## config.mk

```make
export PLATFORM = sky130hd
export DESIGN_NAME = mem_stage_flat
export DESIGN_NICKNAME = d
export VERILOG_FILES = /design/src/rtl/mem_stage_if.sv /design/src/rtl/mem_stage.sv /design/src/flat_wrapper.sv
export SDC_FILE = /design/constraint.sdc
export NUM_CORES = 1
export LEC_CHECK = 0
export BUFFER_PORTS_ARGS = -buffer_cell sky130_fd_sc_hd__buf_4
export CORE_AREA = 4 4 203 205
export CTS_BUF_LIST = sky130_fd_sc_hd__clkbuf_8
export DETAILED_ROUTE_END_ITERATION = 6
export DIE_AREA = 0 0 207 209
export PLACE_DENSITY = 0.62
export SYNTH_ARGS = -nofsm -noshare
export SYNTH_HDL_FRONTEND = slang
export SYNTH_SLANG_ARGS = --single-unit
```

## constraint.sdc

```tcl
create_clock -name clk -period 2.66 [get_ports clk]
set_input_delay 0.665 -clock clk [delete_from_list [all_inputs] [get_ports clk]]
set_output_delay 0.665 -clock clk [all_outputs]
set_load 0.02 [all_outputs]
```

## src/rtl/mem_stage_if.sv

```systemverilog
// Signal bundle between the execute stage, the MEM stage, the data SRAM and the downstream consumers.
// The MEM stage attaches through the slave modport; the upstream/test side uses master.
interface mem_stage_if #(
  parameter int STALL_WD     = 6,
  parameter int EX_TO_MEM_WD = 166,
  parameter int MEM_TO_WB_WD = 136,
  parameter int MEM_TO_RF_WD = 104
) ();
  logic                    flush;
  logic [STALL_WD-1:0]     stall;
  logic [EX_TO_MEM_WD-1:0] ex_to_mem_bus;
  logic [31:0]             data_sram_rdata;
  logic [MEM_TO_WB_WD-1:0] mem_to_wb_bus;
  logic [MEM_TO_RF_WD-1:0] mem_to_rf_bus;
  logic                    except_valid;
  logic [14:0]             mem_excepttype;
  logic [31:0]             mem_pc;
  logic [31:0]             mem_bad_vaddr;

  modport master (
    output flush, stall, ex_to_mem_bus, data_sram_rdata,
    input  mem_to_wb_bus, mem_to_rf_bus, except_valid, mem_excepttype, mem_pc, mem_bad_vaddr
  );

  modport slave (
    input  flush, stall, ex_to_mem_bus, data_sram_rdata,
    output mem_to_wb_bus, mem_to_rf_bus, except_valid, mem_excepttype, mem_pc, mem_bad_vaddr
  );
endinterface

```

## src/rtl/mem_stage.sv

```systemverilog
// MEM pipeline stage: registers the execute bus, extends load data from the synchronous SRAM,
// squashes writes on exceptions and drives the writeback, forwarding and CP0 exception outputs.
module mem_stage #(
  parameter int STALL_WD     = 6,
  parameter int EX_TO_MEM_WD = 166,
  parameter int MEM_TO_WB_WD = 136,
  parameter int MEM_TO_RF_WD = 104
) (
  input  logic        clk,
  input  logic        rst,
  mem_stage_if.slave  bus
);

  logic [EX_TO_MEM_WD-1:0] bus_r;
  logic                    first;
  logic [31:0]             hold_rdata;

  // SRAM data is only present in the first MEM cycle; hold_rdata keeps it alive across stalls.
  always_ff @(posedge clk) begin
    if (rst) begin
      bus_r      <= '0;
      first      <= 1'b0;
      hold_rdata <= '0;
    end else begin
      if (first) hold_rdata <= bus.data_sram_rdata;
      if (bus.flush || (bus.stall[3] && !bus.stall[4])) begin
        bus_r <= '0;
        first <= 1'b0;
      end else if (!bus.stall[3]) begin
        bus_r <= bus.ex_to_mem_bus;
        first <= 1'b1;
      end else begin
        first <= 1'b0;
      end
    end
  end

  logic [14:0] excepttype;
  logic        op_lb, op_lbu, op_lh, op_lhu, op_lw;
  logic        hi_we, lo_we;
  logic [31:0] hi, lo, pc, result;
  logic [3:0]  ram_sel;
  logic        sel_rf_res, rf_we;
  logic [4:0]  rf_waddr;

  assign excepttype = bus_r[165:151];
  assign op_lb      = bus_r[150];
  assign op_lbu     = bus_r[149];
  assign op_lh      = bus_r[148];
  assign op_lhu     = bus_r[147];
  assign op_lw      = bus_r[146];
  assign hi_we      = bus_r[142];
  assign hi         = bus_r[141:110];
  assign lo_we      = bus_r[109];
  assign lo         = bus_r[108:77];
  assign pc         = bus_r[76:45];
  assign ram_sel    = bus_r[42:39];
  assign sel_rf_res = bus_r[38];
  assign rf_we      = bus_r[37];
  assign rf_waddr   = bus_r[36:32];
  assign result     = bus_r[31:0];

  logic [31:0] rdata_eff;
  logic [7:0]  b;
  logic [15:0] h;
  logic [31:0] load_data;

  assign rdata_eff = first ? bus.data_sram_rdata : hold_rdata;

  always_comb begin
    b = 8'h00;
    case (ram_sel)
      4'b0001: b = rdata_eff[7:0];
      4'b0010: b = rdata_eff[15:8];
      4'b0100: b = rdata_eff[23:16];
      4'b1000: b = rdata_eff[31:24];
      default: b = 8'h00;
    endcase
  end

  always_comb begin
    h = 16'h0000;
    case (ram_sel)
      4'b0011: h = rdata_eff[15:0];
      4'b1100: h = rdata_eff[31:16];
      default: h = 16'h0000;
    endcase
  end

  always_comb begin
    load_data = 32'h0;
    if (op_lb)       load_data = {{24{b[7]}}, b};
    else if (op_lbu) load_data = {24'h0, b};
    else if (op_lh)  load_data = {{16{h[15]}}, h};
    else if (op_lhu) load_data = {16'h0, h};
    else if (op_lw)  load_data = rdata_eff;
  end

  logic        exc;
  logic        rf_we_o, hi_we_o, lo_we_o;
  logic [31:0] rf_wdata;
  logic [65:0] hilo_o;

  // A faulting instruction must not write any architectural register.
  assign exc      = |excepttype;
  assign rf_we_o  = rf_we & ~exc;
  assign hi_we_o  = hi_we & ~exc;
  assign lo_we_o  = lo_we & ~exc;
  assign rf_wdata = sel_rf_res ? load_data : result;
  assign hilo_o   = {hi_we_o, hi, lo_we_o, lo};

  assign bus.mem_to_wb_bus  = {hilo_o, pc, rf_we_o, rf_waddr, rf_wdata};
  assign bus.mem_to_rf_bus  = {hilo_o, rf_we_o, rf_waddr, rf_wdata};
  assign bus.except_valid   = exc;
  assign bus.mem_excepttype = excepttype;
  assign bus.mem_pc         = pc;
  assign bus.mem_bad_vaddr  = result;

  // Store ops, SRAM enables and the other stall bits are consumed elsewhere in the pipeline.
  logic unused_bits;
  assign unused_bits = ^{bus_r[145:143], bus_r[44:43], bus.stall};

endmodule

```

## src/flat_wrapper.sv

```systemverilog
// flat-port wrapper written by rule: the top's interface ports become plain ports
module mem_stage_flat 
#(
  parameter int STALL_WD     = 6,
  parameter int EX_TO_MEM_WD = 166,
  parameter int MEM_TO_WB_WD = 136,
  parameter int MEM_TO_RF_WD = 104
)
  (clk, rst, bus_flush, bus_stall, bus_ex_to_mem_bus, bus_data_sram_rdata, bus_mem_to_wb_bus, bus_mem_to_rf_bus, bus_except_valid, bus_mem_excepttype, bus_mem_pc, bus_mem_bad_vaddr);
  mem_stage_if #(.STALL_WD(STALL_WD), .EX_TO_MEM_WD(EX_TO_MEM_WD), .MEM_TO_WB_WD(MEM_TO_WB_WD), .MEM_TO_RF_WD(MEM_TO_RF_WD)) bus_i ();
  input  logic clk;
  input  logic rst;
  input wire logic [$bits(bus_i.flush)-1:0] bus_flush;
  input wire logic [$bits(bus_i.stall)-1:0] bus_stall;
  input wire logic [$bits(bus_i.ex_to_mem_bus)-1:0] bus_ex_to_mem_bus;
  input wire logic [$bits(bus_i.data_sram_rdata)-1:0] bus_data_sram_rdata;
  output wire logic [$bits(bus_i.mem_to_wb_bus)-1:0] bus_mem_to_wb_bus;
  output wire logic [$bits(bus_i.mem_to_rf_bus)-1:0] bus_mem_to_rf_bus;
  output wire logic [$bits(bus_i.except_valid)-1:0] bus_except_valid;
  output wire logic [$bits(bus_i.mem_excepttype)-1:0] bus_mem_excepttype;
  output wire logic [$bits(bus_i.mem_pc)-1:0] bus_mem_pc;
  output wire logic [$bits(bus_i.mem_bad_vaddr)-1:0] bus_mem_bad_vaddr;
  assign bus_i.flush = bus_flush;
  assign bus_i.stall = bus_stall;
  assign bus_i.ex_to_mem_bus = bus_ex_to_mem_bus;
  assign bus_i.data_sram_rdata = bus_data_sram_rdata;
  assign bus_mem_to_wb_bus = bus_i.mem_to_wb_bus;
  assign bus_mem_to_rf_bus = bus_i.mem_to_rf_bus;
  assign bus_except_valid = bus_i.except_valid;
  assign bus_mem_excepttype = bus_i.mem_excepttype;
  assign bus_mem_pc = bus_i.mem_pc;
  assign bus_mem_bad_vaddr = bus_i.mem_bad_vaddr;
  mem_stage #(.STALL_WD(STALL_WD), .EX_TO_MEM_WD(EX_TO_MEM_WD), .MEM_TO_WB_WD(MEM_TO_WB_WD), .MEM_TO_RF_WD(MEM_TO_RF_WD)) u_core (.clk(clk), .rst(rst), .bus(bus_i));
endmodule
```

==> results <==
- The count of placed standard cells including taps is 1878.
- The post-detailed-route wirelength per cell is 18.0 um.
- The finished layout holds 1918 standard cells, fillers aside.
- The DRC violation count after routing is 0.
- The pre-antenna-repair detailed-routing pass consisted of 4 iterations.
- In this run the tool buffered the top-level ports with 517 buffer cells.
- Ranked by total cell area, the synthesized netlist is headed by dfxtp_1 38%, buf_4 21%, mux2i_1 19%.
- The maximum single-stage delay on the critical path is 0.57 ns.
- The routed wire length is 34500 um.
- The HPWL after detailed placement is 26700 um.
- The placeable core area is 39500 um2.
- buf_4 is the most common cell in the netlist.
- The worst setup path is of the reg -> out kind.
- The total overflow reported by the global router is 0.
- Counting both buffers and inverters, the worst setup path holds a total of 3.
- A synthesized cell averages 9.13 um2.
- The clock period minus final worst setup slack is 3.09 ns.
- The kind of start point of the critical path is a flop.
- The final setup slack of the worst path is -0.434 ns.
- Measured along the y axis, the die boundary spans 209 um.
- Yosys mapped a number of flops with a built-in enable equal to 0.
- Dividing the detail-routed via count by the number of cells gives 4.36.
- For this configuration, the core starts out at a cell density of 26.1%.
- At the pin with the least slew margin, the transition time is 0.758 ns.
- The critical path starts at u_core.bus_r[39].
- The maximum number of pins on one net before global-route repair is 62.
- Static timing analysis puts the maximum clock frequency at 323 MHz.
- The total clock buffers created by CTS is 17.
- The final reports fail on setup timing.
- The flip-flop and latch area is 3900 um2.
- The reg-to-reg startpoint is u_core.first.
- The count of boundary I/O pins is 527.
- The headroom to the max-slew limit is 49.3%.
- The weighted congestion at the end of routability-driven global placement is 0.817.
- The number of global-route vias before repair is 8303.
- VDD sags by at most 0.264 mV.
- dfxtp_1 takes more of the synthesized area than any other cell.
- The final max-slew violation count is 0.
- At the worst endpoint, the arrival time is 2.43 ns.
- For this design, the CTS-stage hold fixing added 0 buffers.
- Summed over all failing endpoints, the final setup total negative slack is -24.87 ns.
- The number of distinct library cell variants in the gate-level netlist after synthesis is 41.
- The routed layout has 8360 vias.
- On the final layout, the worst clock skew is 0.00893 ns.
- In this run the static leakage power is 0.00649 uW.
- Of the available clock period, the critical path in the final layout requires 116%.
- The number of nets in the synthesized netlist is 1336.
- CTS built an H-tree with a depth of 4.
- Synthesis produced 1129 cells.
- The clock root buffer is clkbuf_8.
- The startpoint of the most critical hold path is bus_flush.
- The floorplan has 73 rows.
- Setup repair after global routing could not meet its margin everywhere.
- On the critical path the largest part of the delay comes from simple AND/OR/NAND/NOR gates.
- The total number of clock tree sinks is 194.
- The horizontal extent of the die is 207 um.
- The clock latency at the later pin of the worst-skew pair is 0.48 ns.
- The worst slack on hold paths is 0.332 ns.
- The main flop type after synthesis is dfxtp_1.
- TritonCTS built the clock tree.
- The synthesized netlist occupies a cell area of 10300 um2.
- Counting instances in the post-synthesis netlist gives the leading cell types as 290 x buf_4, 213 x nor2_1, 194 x dfxtp_1, 193 x mux2i_1, 49 x clkbuf_1.
- Setup violations remaining at the end of the flow were counted as 64.
- In this run the biggest area consumer among cell types represents 37.7% of the synthesized area.
- The first-pass GRT wire length is 51000 um.
- The run finished, with violations left.
- Traced cell by cell, the critical path runs through or4b_4 > buf_6 > o22ai_4 > o21ai_4 > clkbuf_16 > o21ai_4 > buf_6.
- Counting flops and latches in the post-synthesis netlist gives 194.
- The layout overhead on the synthesized area is 36.2%.
- The share of synthesized flip-flops with an asynchronous set or reset is 0%.
- The final count of hold timing violations was 0.
- The cell area power density is 447 nW/um2.
- The type of destination of the critical path is an output port.
- The layout has 4014 filler cells.
- The die area is 43300 um2.
- The starting DRC count in detailed routing is 376.
- Summing all multi-input logic gate instances after layout gives 4270 um2.
- The highest-delay cell along the critical path is or4b_4.
- Before CTS, the worst setup slack after placement is -0.0650 ns.
- Global routing used 15.0% of the available tracks.
- In this run the remaining antenna-violating nets after routing total 0.
- The number of nets in the finished design is 1586.
- Summing the sequential cell areas from Yosys gives 37.7% of the chip area.
- The worst path required time is 2.00 ns.
- Max-cap violations in this run came to 0.
- After clock tree synthesis, the clock-pin slew on the worst setup and hold paths is 0.11 ns.
- The fraction of layout instances using a drive strength above 1 is 49.1%.
- The largest fanout on the critical path is 10.
- During synthesis, Yosys emitted a total of 0 warnings.
- In this run the worst hold path is classified as in -> reg.
- The number of antenna violations at the first check in global routing is 2.
- The number of buffers on the longest clock path is 2.
flip-flops by register name, summed over array words and instances, names as in the netlist:
register	flops
u_core.hold_rdata	32
u_core.bus_r	161
u_core.first	1
timing repair:
action                                  4_1_cts  5_1_grt
pin swaps                                    15       11
gates cloned                                  1        0
endpoints found under the setup margin       68       66
endpoints found under the hold margin         0        0
buffers inserted                              4        2
resized for setup                            69       39
through the flow:
stage / util [%] / power [uW] / instance area, um2
4_1_cts: 35.0 / 6380 / 13800
3_3_place_gp: 33.0 / 4270 / 13000
6_report: 35.6 / 6270 / 14000
2_1_floorplan: - / 3820 / 10300
3_5_place_dp: 33.0 / 4290 / 13000
5_1_grt: 35.6 / 6600 / 14000
report_power, final:
group / switching [uW] / total [uW] / internal [uW]
Clock: 1200 / 2010 / 815
Combinational: 602 / 1200 / 601
Sequential: 70.0 / 3060 / 2990
cell type report:
class	count	area share, %
inverters	21	0.562
flip-flops and latches	194	27.8
diodes	1	0.0178
multi-input cells	558	30.4
clock buffers	18	1.77
repair buffers	587	33.6
well taps	525	4.68
clock inverters	14	1.12
routing by layer:
metal	global-route usage [%]	routed length, um
met1	18.7	14600
met2	25.4	17000
met3	4.38	2370
met4	3.85	467
met5	0	30
path summary, 6_finish.rpt:
kind | cells after the start | end | slack [ns]
max reg2reg | 3 | u_core.hold_rdata[0] | 1.45
max | 7 | bus_mem_to_wb_bus[17] | -0.43
min reg2reg | 2 | u_core.bus_r[109] | 0.51
min | 2 | u_core.first | 0.33
cell families (layout without fill, tap and decap cells):
| group | Yosys count | in the layout | synth area share [%] |
|---|---|---|---|
| buffers and inverters | 377 | 640 | 24.7 |
| flip-flops | 194 | 194 | 37.7 |
| multiplexers | 194 | 194 | 18.9 |
| AND/OR/NAND/NOR | 232 | 232 | 9.16 |
| other | 0 | 1 | 0 |
| XOR/XNOR | 1 | 1 | 0.0850 |
| AO/OA/AOI/OAI | 131 | 131 | 9.51 |
cells in the final DEF, fill, tap and decap left out, types with 2 or more instances in the layout:
master,instances
inv_6,6
clkbuf_8,18
clkinv_4,2
nand4bb_1,2
inv_8,3
dfxtp_1,189
o221ai_4,10
a32oi_1,15
dfxtp_4,3
dfxtp_2,2
buf_6,44
o21ai_1,12
o21ai_2,6
o21ai_4,9
nor4_2,2
mux2i_2,2
o211ai_1,5
or4b_4,3
inv_1,20
o22ai_1,9
o221ai_2,4
or2_2,2
nor2_1,207
nor2_2,5
mux2i_1,192
buf_12,10
o21bai_1,15
o22ai_4,2
buf_4,531
o21ai_0,5
o221ai_1,2
a211oi_1,11
a21oi_1,16
o22ai_2,6
Power figures use the tool's default switching activity.
